[src/rtl/e_arb.sv]
// ---------------------------------------------------------------------------
// e      : unary-admission checker (combinational).
//          Admits a W-bit vector that is a unary code: ones packed at the low
//          end with zeros above (2^n - 1, n < W). With P_ADMIT_COMPLIMENT_EN=1
//          the bitwise complement of such a code is admitted instead.
//          o_len is the index of the single 0/1 transition (0 when there is
//          none, and forced to 0 when the vector is rejected).
//   i_x        in  W          candidate vector
//   o_is_unary out 1          admission decision
//   o_len      out $clog2(W)  transition index
//
// e_arb  : shares one e instance between N requesters. A round-robin grant
//          picks one valid request per cycle; the checked result is
//          registered with the requester id behind a valid/ready port.
//          Saturating accept/reject counters track every decision.
//   i_clk, i_rst      clock, synchronous active-high reset
//   i_req_vld[N]      request valid per requester
//   i_req_x[N*W]      request vector k at [k*W +: W]
//   o_req_rdy[N]      one-hot accept strobe (combinational from i_req_vld)
//   o_rsp_vld/i_rsp_rdy  response handshake
//   o_rsp_id/o_rsp_is_unary/o_rsp_len  response payload
//   o_acc_cnt/o_rej_cnt  saturating admitted/rejected counts
// ---------------------------------------------------------------------------

module e #(
    parameter int W                     = 16,
    parameter int P_ADMIT_COMPLIMENT_EN = 0
) (
    input  logic [W-1:0]         i_x,
    output logic                 o_is_unary,
    output logic [$clog2(W)-1:0] o_len
);
    localparam int LW = $clog2(W);

    // edges_v[i-1] marks a transition between bit i-1 and bit i.
    logic [W-2:0]  edges_v;
    logic          at_most_one;
    logic          polarity_ok;
    logic [LW-1:0] len_raw;

    generate
        for (genvar gi = 1; gi < W; gi++) begin : g_edge
            assign edges_v[gi-1] = i_x[gi] ^ i_x[gi-1];
        end
    endgenerate

    // A unary code has at most one transition, and its MSB tells which way
    // round it is: 0 for plain codes, 1 for complemented ones.
    assign at_most_one = (edges_v & (edges_v - (W-1)'(1))) == '0;
    assign polarity_ok = (i_x[W-1] == 1'(P_ADMIT_COMPLIMENT_EN));
    assign o_is_unary  = at_most_one & polarity_ok;

    always_comb begin
        len_raw = '0;
        for (int i = 1; i < W; i++) begin
            if (edges_v[i-1]) begin
                len_raw = LW'(i);
            end
        end
    end

    assign o_len = o_is_unary ? len_raw : '0;

endmodule

module e_arb #(
    parameter int W                     = 16,
    parameter int N                     = 4,
    parameter int P_ADMIT_COMPLIMENT_EN = 0,
    parameter int CNT_W                 = 16,
    localparam int IDW                  = (N > 1) ? $clog2(N) : 1,
    localparam int LW                   = $clog2(W)
) (
    input  logic             i_clk,
    input  logic             i_rst,
    input  logic [N-1:0]     i_req_vld,
    input  logic [N*W-1:0]   i_req_x,
    output logic [N-1:0]     o_req_rdy,
    output logic             o_rsp_vld,
    input  logic             i_rsp_rdy,
    output logic [IDW-1:0]   o_rsp_id,
    output logic             o_rsp_is_unary,
    output logic [LW-1:0]    o_rsp_len,
    output logic [CNT_W-1:0] o_acc_cnt,
    output logic [CNT_W-1:0] o_rej_cnt
);
    // Registered state
    logic [IDW-1:0]   ptr_q, ptr_d;
    logic             rsp_vld_q, rsp_vld_d;
    logic [IDW-1:0]   rsp_id_q, rsp_id_d;
    logic             rsp_is_unary_q, rsp_is_unary_d;
    logic [LW-1:0]    rsp_len_q, rsp_len_d;
    logic [CNT_W-1:0] acc_cnt_q, acc_cnt_d;
    logic [CNT_W-1:0] rej_cnt_q, rej_cnt_d;

    // Grant and datapath
    logic             adv;
    logic             gnt_found;
    logic [IDW-1:0]   gnt_id;
    logic             xfer;
    logic [W-1:0]     req_x_arr [N];
    logic [W-1:0]     sel_x;
    logic             chk_is_unary;
    logic [LW-1:0]    chk_len;

    generate
        for (genvar gi = 0; gi < N; gi++) begin : g_req
            assign req_x_arr[gi] = i_req_x[gi*W +: W];
            assign o_req_rdy[gi] = xfer & (gnt_id == IDW'(gi));
        end
    endgenerate

    // The output slot can take a new response when empty or being drained.
    assign adv = ~rsp_vld_q | i_rsp_rdy;

    // Round-robin search starting at ptr_q, wrapping modulo N.
    always_comb begin
        int cand;
        cand      = 0;
        gnt_found = 1'b0;
        gnt_id    = '0;
        for (int j = 0; j < N; j++) begin
            cand = int'(ptr_q) + j;
            if (cand >= N) begin
                cand = cand - N;
            end
            if (!gnt_found && i_req_vld[IDW'(cand)]) begin
                gnt_found = 1'b1;
                gnt_id    = IDW'(cand);
            end
        end
    end

    // Nothing is accepted while reset is held, so no request is lost.
    assign xfer  = adv & gnt_found & ~i_rst;
    assign sel_x = req_x_arr[gnt_id];

    e #(
        .W                     (W),
        .P_ADMIT_COMPLIMENT_EN (P_ADMIT_COMPLIMENT_EN)
    ) u_e (
        .i_x        (sel_x),
        .o_is_unary (chk_is_unary),
        .o_len      (chk_len)
    );

    always_comb begin
        ptr_d          = ptr_q;
        rsp_vld_d      = rsp_vld_q;
        rsp_id_d       = rsp_id_q;
        rsp_is_unary_d = rsp_is_unary_q;
        rsp_len_d      = rsp_len_q;
        acc_cnt_d      = acc_cnt_q;
        rej_cnt_d      = rej_cnt_q;
        if (xfer) begin
            // A new response overwrites a draining one in the same edge.
            rsp_vld_d      = 1'b1;
            rsp_id_d       = gnt_id;
            rsp_is_unary_d = chk_is_unary;
            rsp_len_d      = chk_len;
            if (int'(gnt_id) == N - 1) begin
                ptr_d = '0;
            end else begin
                ptr_d = gnt_id + IDW'(1);
            end
            if (chk_is_unary) begin
                if (acc_cnt_q != '1) begin
                    acc_cnt_d = acc_cnt_q + CNT_W'(1);
                end
            end else begin
                if (rej_cnt_q != '1) begin
                    rej_cnt_d = rej_cnt_q + CNT_W'(1);
                end
            end
        end else if (i_rsp_rdy) begin
            rsp_vld_d = 1'b0;
        end
    end

    always_ff @(posedge i_clk) begin
        if (i_rst) begin
            ptr_q          <= '0;
            rsp_vld_q      <= 1'b0;
            rsp_id_q       <= '0;
            rsp_is_unary_q <= 1'b0;
            rsp_len_q      <= '0;
            acc_cnt_q      <= '0;
            rej_cnt_q      <= '0;
        end else begin
            ptr_q          <= ptr_d;
            rsp_vld_q      <= rsp_vld_d;
            rsp_id_q       <= rsp_id_d;
            rsp_is_unary_q <= rsp_is_unary_d;
            rsp_len_q      <= rsp_len_d;
            acc_cnt_q      <= acc_cnt_d;
            rej_cnt_q      <= rej_cnt_d;
        end
    end

    assign o_rsp_vld      = rsp_vld_q;
    assign o_rsp_id       = rsp_id_q;
    assign o_rsp_is_unary = rsp_is_unary_q;
    assign o_rsp_len      = rsp_len_q;
    assign o_acc_cnt      = acc_cnt_q;
    assign o_rej_cnt      = rej_cnt_q;

endmodule

[config.mk]
export PLATFORM = sky130hd
export DESIGN_NAME = e_arb
export DESIGN_NICKNAME = d
export VERILOG_FILES = /design/src/rtl/e_arb.sv
export SDC_FILE = /design/constraint.sdc
export NUM_CORES = 1
export LEC_CHECK = 0
export CAP_MARGIN = 25
export CORE_ASPECT_RATIO = 1.2
export CORE_UTILIZATION = 50
export CTS_CLUSTER_DIAMETER = 200
export DETAILED_ROUTE_END_ITERATION = 12
export PLACE_DENSITY = 0.87
export SLEW_MARGIN = 20
export SYNTH_ARGS = -nofsm -noshare
export SYNTH_HDL_FRONTEND = slang
export SYNTH_SLANG_ARGS = --single-unit
[constraint.sdc]
create_clock -name i_clk -period 9.4 [get_ports i_clk]
set_input_delay 1.41 -clock i_clk [delete_from_list [all_inputs] [get_ports i_clk]]
set_output_delay 1.41 -clock i_clk [all_outputs]
set_load 0.05 [all_outputs]
==> summary by stage <==
Pwr
The worst supply voltage drop on vdd is between 0.1 and 0.15 mV. Of the total power, the share spent switching nets is 44.19%. The register share of total power is between 20% and 30%. For this design the static power due to leakage is 1.581 nW. The proportion of power drawn by the clock network is between 15 and 20%. In this run the power spent charging and discharging nets is roughly 310 µW. The portion of total power attributed to combinational logic is 56.7%. In this run the power density over the cells is 155.0 nW/µm².

The internal power of the cells is 392.0 µW.

Timing
Measured against its own limit, the worst slew margin works out to 39.59%. The final worst setup slack is 3.018 ns. Timing would allow up to 156.7 MHz. The hold violation count in the final report came to 0. The number of pins with negative max-slew slack in the final report is 0. Setup repair after global routing left no endpoint under its margin. The transition time at the pin with the least slew margin is slightly above 0.9 ns.

The share of the clock period used by the worst path is 67.90%. The final setup violation count is 0. The maximum clock skew at final layout is between 0.009 and 0.01 ns.

The worst-case hold slack is 0.4635 ns. Setup total negative slack on the finished layout was measured at 0 ns. Subtracting the final worst setup slack from the clock period gives 6.382 ns.

Clocking
After clock tree synthesis, the flow added hold-fix buffers numbering 0. The sink count of the clock tree is 42. The clock tree synthesis step divided the H-tree into 2 levels. The number of setup buffers added after CTS is 0. The CTS tree is yes. The CTS buffer count is 5.

The CTS root buffer is sky130_fd_sc_hd__clkbuf_8. The maximum root-to-sink buffer count is 2. The clock reaches the later pin of the worst-skew pair after 0.29 ns.

Gates resized during post-CTS repair numbered 0. After clock tree synthesis, the clock-pin slew on the worst setup and hold paths is ~0.080 ns.

Worst setup path
On the worst path, the slowest cell contributes a delay of 0.81 ns. Among all stages on the critical path, the largest delay is contributed by sky130_fd_sc_hd__o32ai_2. For the worst setup path, the data required time is around 9.6 ns. The startpoint kind of the worst setup timing path is an input pin. The worst setup path is captured at a register.

The setup check on the worst reg-to-reg path leaves a slack of 4.31 ns. The arrival time reported for the critical path endpoint is 6.57 ns. The origin of the critical flop-to-flop path is ptr_q[1].

The reg-to-reg endpoint is o_rej_cnt[10]. Along the worst path, the maximum fanout reaches 37. Traced cell by cell, the critical path runs through clkdlybuf4s50_1 -> nor2b_1 -> a21boi_0 -> o32ai_2 -> inv_1 -> a21oi_1 -> a32o_1 -> nand3_1 -> o32ai_1 -> a22oi_2 -> nor4_4 -> and2_2 -> nor4_1 -> mux2_2. The length in cells of the worst reg-to-reg path is 12.

The critical path class is input pin to register.

Yosys
In the post-synthesis netlist, the biggest area contributors are sky130_fd_sc_hd__dfxtp_1 25%, sky130_fd_sc_hd__nand2_1 7.2%, sky130_fd_sc_hd__a21oi_1 5.9%, sky130_fd_sc_hd__nand3_1 4.4%, sky130_fd_sc_hd__mux2i_1 3.9%. Synthesis produced a netlist with a net count of 517. The post-synthesis cell count is 440. The largest total area in the synthesized netlist belongs to sky130_fd_sc_hd__dfxtp_1. The total standard cell area after synthesis is 3324 µm². In the synthesized netlist the async set-or-reset flop fraction comes to 0%.

The mean area per synthesized cell is about 7.6 µm². The number of different library cells used by synthesis comes to 65. The sequential-to-total area share from yosys stat is 25.29%. Synthesis inferred 42 register bits. For this run, the leading register cell type out of synthesis is sky130_fd_sc_hd__dfxtp_1.

Yosys mapped a number of flops with a built-in enable equal to 0. The synthesis warning total is 0. The portion of synthesized cell area occupied by the leading cell type is 25.29%.

Worst hold path
The worst hold path depth is 2. The classification of the worst-slack hold path is register to register. The end point of the worst hold path is o_rsp_id[0]. The startpoint of the lowest-slack hold path is o_rsp_id[0].

Run status
The run finished with clean final reports.

Floorplan
The overall die area is 6980 µm². The starting utilization of the core area is between 50% and 60%. In this run the horizontal extent of the chip is 76.44 µm.

The total area inside the core boundary comes to 6406 µm². The height of the chip is 91.33 µm. During I/O placement, the number of pins put on the boundary was ~120.

After floorplanning, the core was divided into 32 placement rows.

Cells and area
In the final design database the tool counted 613 nets. Summing all flip-flop and latch instances after layout gives 840.8 µm². The number of fillers in the final layout is ~540. The combined area of the multi-input logic cells is 2318 µm². In the final layout, the share of cells above drive strength 1 is under 10%. The number of antenna cells inserted is 0.

The layout overhead on the synthesized area is 36.32%. The finished layout cell area is ~4500 µm². The finished layout holds between 600 and 700 standard cells, fillers aside.

Placement
The HPWL after detailed placement is around 7300 µm. The instance area after placement is 4438 µm². The number of I/O port buffers is 114.

The worst slack after detailed placement is 2.505 ns. The number of placed instances, taps included, is approximately 610. The congestion estimate from routability-driven global placement came to 0.9966.

Route
The via count of the routed design is 3776. The post-route antenna net violation count is 0. After detailed routing, the number of remaining DRC violations is 0. The wire length after detailed routing is 9511 µm. The first-pass detailed-route iteration total is 5. The final routed wire length divided by cell count is ~15 µm. The number of vias per cell after detailed routing is 6.071.

The number of DRC markers in iteration 0 is 206.

Global routing
The via count of the first global-routing pass is 3490. The first global-routing pass estimated 15630 µm of wire. The largest net degree at the start of global routing is 38. The initial antenna violation count is 0.

The leftover overflow at the end of global routing is 0. The total track usage is between 20% and 30%.

Run
The max-capacitance violation count is 0.
[Yosys cell counts, drive strengths merged, types with 8 or more instances]
cell	instances
mux2i	13
nor3	11
and3	8
clkbuf	13
nor2	23
mux2	10
or3	15
nand4	14
dfxtp	42
buf	13
a21oi	39
nand3	29
nand2	64
and2	16
o21ai	20
[critical path, delay by kind of cell]
kind / cells / cell delay [ns]
muxes: 1 / 0.29
buffers and inverters: 2 / 1.14
AOI/OAI and AO/OA: 6 / 2.08
and+or+nand+nor: 5 / 1.64
[how the worst max path moves through the flow]
stage | startpoint | end | cells after the start
6_report | i_req_vld[2] | o_rej_cnt[10] | 14
3_3_place_gp | i_req_vld[2] | o_rej_cnt[10] | 13
2_1_floorplan | i_req_vld[0] | o_acc_cnt[12] | 17
3_5_place_dp | i_req_vld[2] | o_rej_cnt[10] | 14
4_1_cts | i_req_vld[2] | o_rej_cnt[10] | 14
5_1_grt | i_req_vld[2] | o_rej_cnt[10] | 14
[routing by layer]
metal	up-vias	track usage (%)	part of all wire [%]
li1	1851	-	-
met1	1763	30.23	40
met2	138	50.75	53
met3	24	3.518	4.4
met4	0	10.10	2.2
met5	-	0	0
[per-stage QoR]
| step | util, % | power [mW] |
|---|---|---|
| after CTS | 70.63 | 0.6982 |
| after detailed placement | 69.28 | 0.5854 |
| after floorplan | - | 0.4977 |
| final | 70.74 | 0.7024 |
| after global placement | 69.28 | 0.5736 |
| after global routing | 70.74 | 0.7501 |
[final cells by class]
type	count	share of cell area, %
inverter	7	0.6902
tap	85	2.347
sequential	42	18.55
clock inverter	2	0.3037
timing repair buffer	115	25.35
clock buffer	6	1.601
multi-input combinational	365	51.16
[power groups by stage]
stage,clock network (mW),registers [mW],logic (mW)
floorplan,0,0.206,0.292
global placement,0,0.195,0.379
detailed placement,0,0.195,0.390
CTS,0.115,0.191,0.392
global route,0.124,0.193,0.434
finish,0.113,0.192,0.398
[state kept, by name (all words and copies together) (netlist names)]
| register | count |
|---|---|
| o_rsp_len | 4 |
| o_rsp_vld | 1 |
| o_acc_cnt | 16 |
| o_rsp_id | 2 |
| ptr_q | 2 |
| o_rsp_is_unary | 1 |
| o_rej_cnt | 16 |
[cell families (layout without fill, tap and decap cells)]
group | count (synthesis) | in the layout | synth area share, %
muxes | 23 | 23 | 7.301
AOI/OAI and AO/OA | 121 | 121 | 25.29
adders and majority gates | 6 | 6 | 2.258
DFF | 42 | 42 | 25.29
xor gates and xnor gates | 7 | 7 | 1.844
and+or+nand+nor | 208 | 208 | 32.59
buffers and inverters | 33 | 130 | 5.419
[placed cells by master, fill, tap and decap left out, types with 4 or more instances in the layout]
cell and instances:
sky130_fd_sc_hd__and2_1 14, sky130_fd_sc_hd__nor2_1 23, sky130_fd_sc_hd__nand3_1 29, sky130_fd_sc_hd__o31ai_1 4
sky130_fd_sc_hd__xnor2_1 5, sky130_fd_sc_hd__clkdlybuf4s50_1 114, sky130_fd_sc_hd__o211ai_1 7, sky130_fd_sc_hd__a32o_1 6
sky130_fd_sc_hd__inv_1 5, sky130_fd_sc_hd__and3_1 8, sky130_fd_sc_hd__mux2_2 10, sky130_fd_sc_hd__nor2b_1 7
sky130_fd_sc_hd__nor4_1 5, sky130_fd_sc_hd__clkbuf_8 5, sky130_fd_sc_hd__nand2_1 64, sky130_fd_sc_hd__or3_1 15
sky130_fd_sc_hd__ha_1 6, sky130_fd_sc_hd__nand4_1 14, sky130_fd_sc_hd__a211oi_1 4, sky130_fd_sc_hd__mux2i_1 13
sky130_fd_sc_hd__nor3_1 10, sky130_fd_sc_hd__o41ai_1 6, sky130_fd_sc_hd__o311ai_0 5, sky130_fd_sc_hd__o21ai_0 20
sky130_fd_sc_hd__dfxtp_1 42, sky130_fd_sc_hd__a21oi_1 39
(Power assumes the default switching activity.)
